--- src/rtl/inv_key_expander_pkg.sv ---
// Shared AES definitions: key/word types, round constants, and the
// inverse key schedule state encoding.
package inv_key_expander_pkg;

  typedef logic [127:0] key_t;
  typedef logic [31:0]  word_t;

  typedef enum logic {
    ST_IDLE,
    ST_EMIT
  } state_t;

  localparam logic [3:0] LAST_ROUND = 4'd10;

  // Round constant for round i (1..10). Any other index yields 00.
  function automatic logic [7:0] rcon(input logic [3:0] i);
    logic [7:0] r;
    case (i)
      4'd1:    r = 8'h01;
      4'd2:    r = 8'h02;
      4'd3:    r = 8'h04;
      4'd4:    r = 8'h08;
      4'd5:    r = 8'h10;
      4'd6:    r = 8'h20;
      4'd7:    r = 8'h40;
      4'd8:    r = 8'h80;
      4'd9:    r = 8'h1b;
      4'd10:   r = 8'h36;
      default: r = 8'h00;
    endcase
    return r;
  endfunction

endpackage

--- src/rtl/inv_key_expander_sbox.sv ---
// Combinational forward AES S-box: multiplicative inverse in GF(2^8)
// followed by the AES affine transform.
module aes_sbox (
  input  logic [7:0] i_byte,
  output logic [7:0] o_byte
);

  // GF(2^8) multiply modulo x^8 + x^4 + x^3 + x + 1
  function automatic logic [7:0] gf_mul(input logic [7:0] a, input logic [7:0] b);
    logic [7:0] p;
    logic [7:0] x;
    p = '0;
    x = a;
    for (int unsigned i = 0; i < 8; i++) begin
      if (b[i]) p = p ^ x;
      x = {x[6:0], 1'b0} ^ (x[7] ? 8'h1b : 8'h00);
    end
    return p;
  endfunction

  // Inverse as a^254 = a^2 * a^4 * ... * a^128; maps 0 to 0 naturally
  function automatic logic [7:0] gf_inv(input logic [7:0] a);
    logic [7:0] sq;
    logic [7:0] acc;
    sq  = gf_mul(a, a);
    acc = sq;
    for (int unsigned i = 0; i < 6; i++) begin
      sq  = gf_mul(sq, sq);
      acc = gf_mul(acc, sq);
    end
    return acc;
  endfunction

  logic [7:0] w_inv;

  // Inverse then affine transform (sum of left rotations 0..4, plus 0x63)
  always_comb begin
    w_inv  = gf_inv(i_byte);
    o_byte = w_inv
           ^ {w_inv[6:0], w_inv[7]}
           ^ {w_inv[5:0], w_inv[7:6]}
           ^ {w_inv[4:0], w_inv[7:5]}
           ^ {w_inv[3:0], w_inv[7:4]}
           ^ 8'h63;
  end

endmodule

--- src/rtl/inv_key_expander.sv ---
// AES-128 inverse key schedule: loads the round-10 key and streams round
// keys 10 down to 0 over a valid/ready handshake, one per accepted beat.
module inv_key_expander
  import inv_key_expander_pkg::*;
(
  input  logic         clk,
  input  logic         rst_n,
  input  logic         start,
  input  logic [127:0] last_key,
  input  logic         key_ready,
  output logic         busy,
  output logic         key_valid,
  output logic [127:0] round_key,
  output logic [3:0]   round_idx,
  output logic         done
);

  state_t     r_state;
  state_t     w_state_nxt;
  key_t       r_key;
  key_t       w_key_nxt;
  logic [3:0] r_idx;
  logic [3:0] w_idx_nxt;
  logic       r_done;
  logic       w_done_nxt;

  word_t      w_k0, w_k1, w_k2, w_k3;
  word_t      w_p0, w_p1, w_p2, w_p3;
  word_t      w_rot;
  word_t      w_sub;
  key_t       w_prev;

  // Backward step: recover round i-1 words from round i words
  always_comb begin
    w_k0  = r_key[127:96];
    w_k1  = r_key[95:64];
    w_k2  = r_key[63:32];
    w_k3  = r_key[31:0];
    w_p3  = w_k3 ^ w_k2;
    w_p2  = w_k2 ^ w_k1;
    w_p1  = w_k1 ^ w_k0;
    w_rot = {w_p3[23:0], w_p3[31:24]};
    w_p0  = w_k0 ^ w_sub ^ {rcon(r_idx), 24'h0};
    w_prev = {w_p0, w_p1, w_p2, w_p3};
  end

  for (genvar g = 0; g < 4; g++) begin : g_subword
    aes_sbox u_sbox (
      .i_byte (w_rot[8*g +: 8]),
      .o_byte (w_sub[8*g +: 8])
    );
  end

  // State, key, round counter and done pulse registers
  always_ff @(posedge clk or negedge rst_n) begin
    if (!rst_n) begin
      r_state <= ST_IDLE;
      r_key   <= '0;
      r_idx   <= '0;
      r_done  <= 1'b0;
    end else begin
      r_state <= w_state_nxt;
      r_key   <= w_key_nxt;
      r_idx   <= w_idx_nxt;
      r_done  <= w_done_nxt;
    end
  end

  // Next-state: load on start in IDLE, step backwards on each handshake
  always_comb begin
    w_state_nxt = r_state;
    w_key_nxt   = r_key;
    w_idx_nxt   = r_idx;
    w_done_nxt  = 1'b0;
    case (r_state)
      ST_IDLE: begin
        if (start) begin
          w_key_nxt   = last_key;
          w_idx_nxt   = LAST_ROUND;
          w_state_nxt = ST_EMIT;
        end
      end
      ST_EMIT: begin
        if (key_ready) begin
          if (r_idx == 4'd0) begin
            w_state_nxt = ST_IDLE;
            w_done_nxt  = 1'b1;
          end else begin
            w_key_nxt = w_prev;
            w_idx_nxt = r_idx - 4'd1;
          end
        end
      end
      default: w_state_nxt = ST_IDLE;
    endcase
  end

  assign busy      = (r_state == ST_EMIT);
  assign key_valid = (r_state == ST_EMIT);
  assign round_key = r_key;
  assign round_idx = r_idx;
  assign done      = r_done;

endmodule

--- config.mk ---
export PLATFORM = sky130hd
export DESIGN_NAME = inv_key_expander
export DESIGN_NICKNAME = d
export VERILOG_FILES = /design/src/rtl/inv_key_expander_pkg.sv /design/src/rtl/inv_key_expander_sbox.sv /design/src/rtl/inv_key_expander.sv
export SDC_FILE = /design/constraint.sdc
export NUM_CORES = 2
export LEC_CHECK = 0
export CELL_PAD_IN_SITES_DETAIL_PLACEMENT = 0
export CELL_PAD_IN_SITES_GLOBAL_PLACEMENT = 1
export CORE_MARGIN = 4
export CORE_UTILIZATION = 52
export DETAILED_ROUTE_END_ITERATION = 12
export PLACE_DENSITY = 0.89
export SLEW_MARGIN = 25
export SYNTH_ARGS = -nofsm -noshare
export SYNTH_HDL_FRONTEND = slang
export SYNTH_SLANG_ARGS = --single-unit
--- constraint.sdc ---
create_clock -name clk -period 34.7 [get_ports clk]
set_input_delay 8.675 -clock clk [delete_from_list [all_inputs] [get_ports clk]]
set_output_delay 8.675 -clock clk [all_outputs]
set_load 0.05 [all_outputs]
==> out/metrics.cfg <==
[global_routing]
gr-total-overflow = 0
grt_max_degree = 83
grt_use_met3_pct = 5.970
grtUsageMet1_pct = 45.62
track_usage_pct = 31.49
grt_antenna_before_repair = 11
grt_pass1_wl_mm = 312.4
grtUsageMet2_pct = 48.80
first_global_vias = 53409
busiest_layer = met2

[floorplan]
initial_core_util_pct = 52.27
die-area_sq_mm = 0.1203
io_pins = 267
rows = 124
core_area_sq_mm = 0.1142
fp.dieH_um = 346.8
die_width_um = 346.8

[finish]
multi_input_area_sq_mm = 0.05422
layout.nets = 8220
drive_gt1_share_pct = 8.828
area_growth_syn_to_layout_pct = 9.229
regArea_sq_mm = 0.003357
fillers = 10740
finalNonFillerCells = 9595

[critical_path]
worstSetupStartpoint = round_key[23]$_DFFE_PN0P_
cp-start-kind = register
arrival_ps = 20330
r2r_start = round_key[23]$_DFFE_PN0P_
cp_slowest_cell = xor2_1
path_common_cell = xnor2_1
max_stage_delay_ps = 630
rr_worst_depth = 63
worstPathMaxFanout = 25
crit_required_ps = 35010
cp-end-kind = register
criticalPathCategory = reg -> reg

[detailed_routing]
viasPerCell = 6.094
vias = 58470
drt-total-wl_mm = 199.2
ant_nets = 0
first_iter_violations = 6313
first_pass_iters = 6
drc = 0
wl_per_cell_um = 20.76

[synthesis]
synth_seq_cells = 134
syn_area_per_cell_sq_um = 7.434
ys_seq_area_share_pct = 5.618
synth_edf_count = 0
syn_area_sq_mm = 0.05969
yosys.area.top_type_share_pct = 23.31
syn-num-nets = 8186
ys_warn_count = 0
netlist_instances = 8030
synth_ff_type = dfrtp_1
synth_area_leaders = xnor2_1, xnor3_1, nor2_1
yosys.area.top_type = xnor2_1
ys_types = 117
synth-async-reset-ratio_pct = 100.0

[timing]
skew_ps = 19.77
rsz0062_at_grt = false
slew_headroom_pct = 19.44
finalSetupViolations = 0
fmax_ghz = 0.04996
tightest_slew_ps = 1200
slew_violations = 0
tns_ps = 0
period_minus_slack_ps = 20020
fin_crit_sh_pct = 57.68
hold_violations = 0

[worst_hold_path]
min_path_type = reg -> reg
hold_depth = 2
min-delay-start = round_key[12]$_DFFE_PN0P_

[cts]
post_cts_resized = 0
clkLatencyLatePin_ps = 480
postCtsSetupRepairBufs = 0
clkTransAtPathRegs_ps = 80
cts_buffer_depth = 2
cts-root-buf = clkbuf_16
cts_sinks = 134
htreeDepth = 4
postCtsHoldBufs = 0
cts_tree = done
cts_buffers = 17

[job]
maxCapViolCount = 0

[placement]
place_congestion = 0.9420
portBuffers = 266
dp.cells = 9557
hpwl_mm = 145.4

[outcome]
status = finished clean

cell usage in the layout, fill, tap and decap left out, drive strengths merged, types with 38 or more instances in the layout:
master | netlist | routed
o21ai | 467 | 467
nand2b | 57 | 57
a32oi | 87 | 87
a211oi | 80 | 80
nor2b | 56 | 56
dfrtp | 134 | 134
nor2 | 1175 | 1175
nand2 | 858 | 858
mux2i | 188 | 188
buf | 160 | 265
nor3 | 181 | 181
a21oi | 460 | 460
a22oi | 68 | 68
xnor2 | 1716 | 1716
o211ai | 60 | 60
clkdlybuf4s50 | 0 | 265
inv | 123 | 124
nand3 | 197 | 197
a31oi | 76 | 76
xor2 | 504 | 504
and2 | 38 | 38
xnor3 | 283 | 283
o22ai | 136 | 136
flip-flops by register name, indices dropped and copies added, names as in the netlist:
register	cells
done	1
round_key	128
busy	1
round_idx	4
cells by family (layout without fill, tap and decap cells):
logic type | Yosys count | count (layout) | share of synthesized area [%]
and+or+nand+nor | 2722 | 2722 | 19.47
xor gates and xnor gates | 2533 | 2533 | 47.38
AOI/OAI and AO/OA | 1740 | 1740 | 18.62
buffers and inverters | 651 | 698 | 4.444
muxes | 226 | 226 | 3.953
DFF | 134 | 134 | 5.618
adders and majority gates | 24 | 24 | 0.5031
other | 0 | 6 | 0
cells in the mapped netlist, drive strengths merged, types with 35 or more instances:
| cell | n |
|---|---|
| nand3 | 197 |
| o21ai | 467 |
| nor3 | 181 |
| a21oi | 460 |
| a211oi | 80 |
| xnor2 | 1716 |
| inv | 123 |
| a31oi | 76 |
| o22ai | 136 |
| and2 | 38 |
| xor2 | 504 |
| o211ai | 60 |
| dfrtp | 134 |
| or3 | 35 |
| a22oi | 68 |
| mux2 | 35 |
| nor2 | 1175 |
| buf | 160 |
| xnor3 | 283 |
| mux2i | 188 |
| nand2 | 858 |
| nor2b | 56 |
| a32oi | 87 |
| clkbuf | 355 |
| nand2b | 57 |
layout make-up:
type,count,share of cell area (%)
Multi-Input combinational cell,7245,83.16
Tap cell,1512,2.901
Inverter,136,0.7829
Antenna cell,6,0.02303
Sequential cell,134,5.149
Clock inverter,11,0.1554
Timing Repair Buffer,530,7.125
Clock buffer,21,0.7062
routing by layer:
| metal | part of all wire, % | routed length (um) |
|---|---|---|
| met1 | 44 | 88040 |
| met2 | 44 | 87780 |
| met3 | 9.6 | 19110 |
| met4 | 2.1 | 4161 |
| met5 | 0.030 | 59 |
worst paths after layout:
kind / end / slack [ps]
max: round_key[127]$_DFFE_PN0P_ / 14680
min: round_key[12]$_DFFE_PN0P_ / 540
max reg2reg: round_key[127]$_DFFE_PN0P_ / 14680
min reg2reg: round_key[12]$_DFFE_PN0P_ / 540
max in group asynchronous: round_key[16]$_DFFE_PN0P_ / 24940
min in group asynchronous: round_key[37]$_DFFE_PN0P_ / 8250
worst max-delay path: cells and delay by family, from the launching register on:
family	cells	cell delay, ps
xor gates and xnor gates	17	6130
AOI/OAI and AO/OA	20	5000
and+or+nand+nor	10	3450
buffers and inverters	8	2050
adders and majority gates	4	1790
muxes	4	960
DFF	1	450
per-stage QoR:
stage	cell area (sq um)	utilization, %	setup WS [ps]	hold WS, ps
final	65200	57.10	14680	544.7
after CTS	65090	57.00	14640	546.2
after global placement	64500	56.49	14870	510.4
after detailed placement	64530	56.51	14850	532.1
after global routing	65190	57.09	13130	575.7
after floorplan	59690	-	18510	778.0
Power is left out: the tool's default activity adds up to more than one toggle a clock period on the data nets, which glitch-free logic cannot reach.
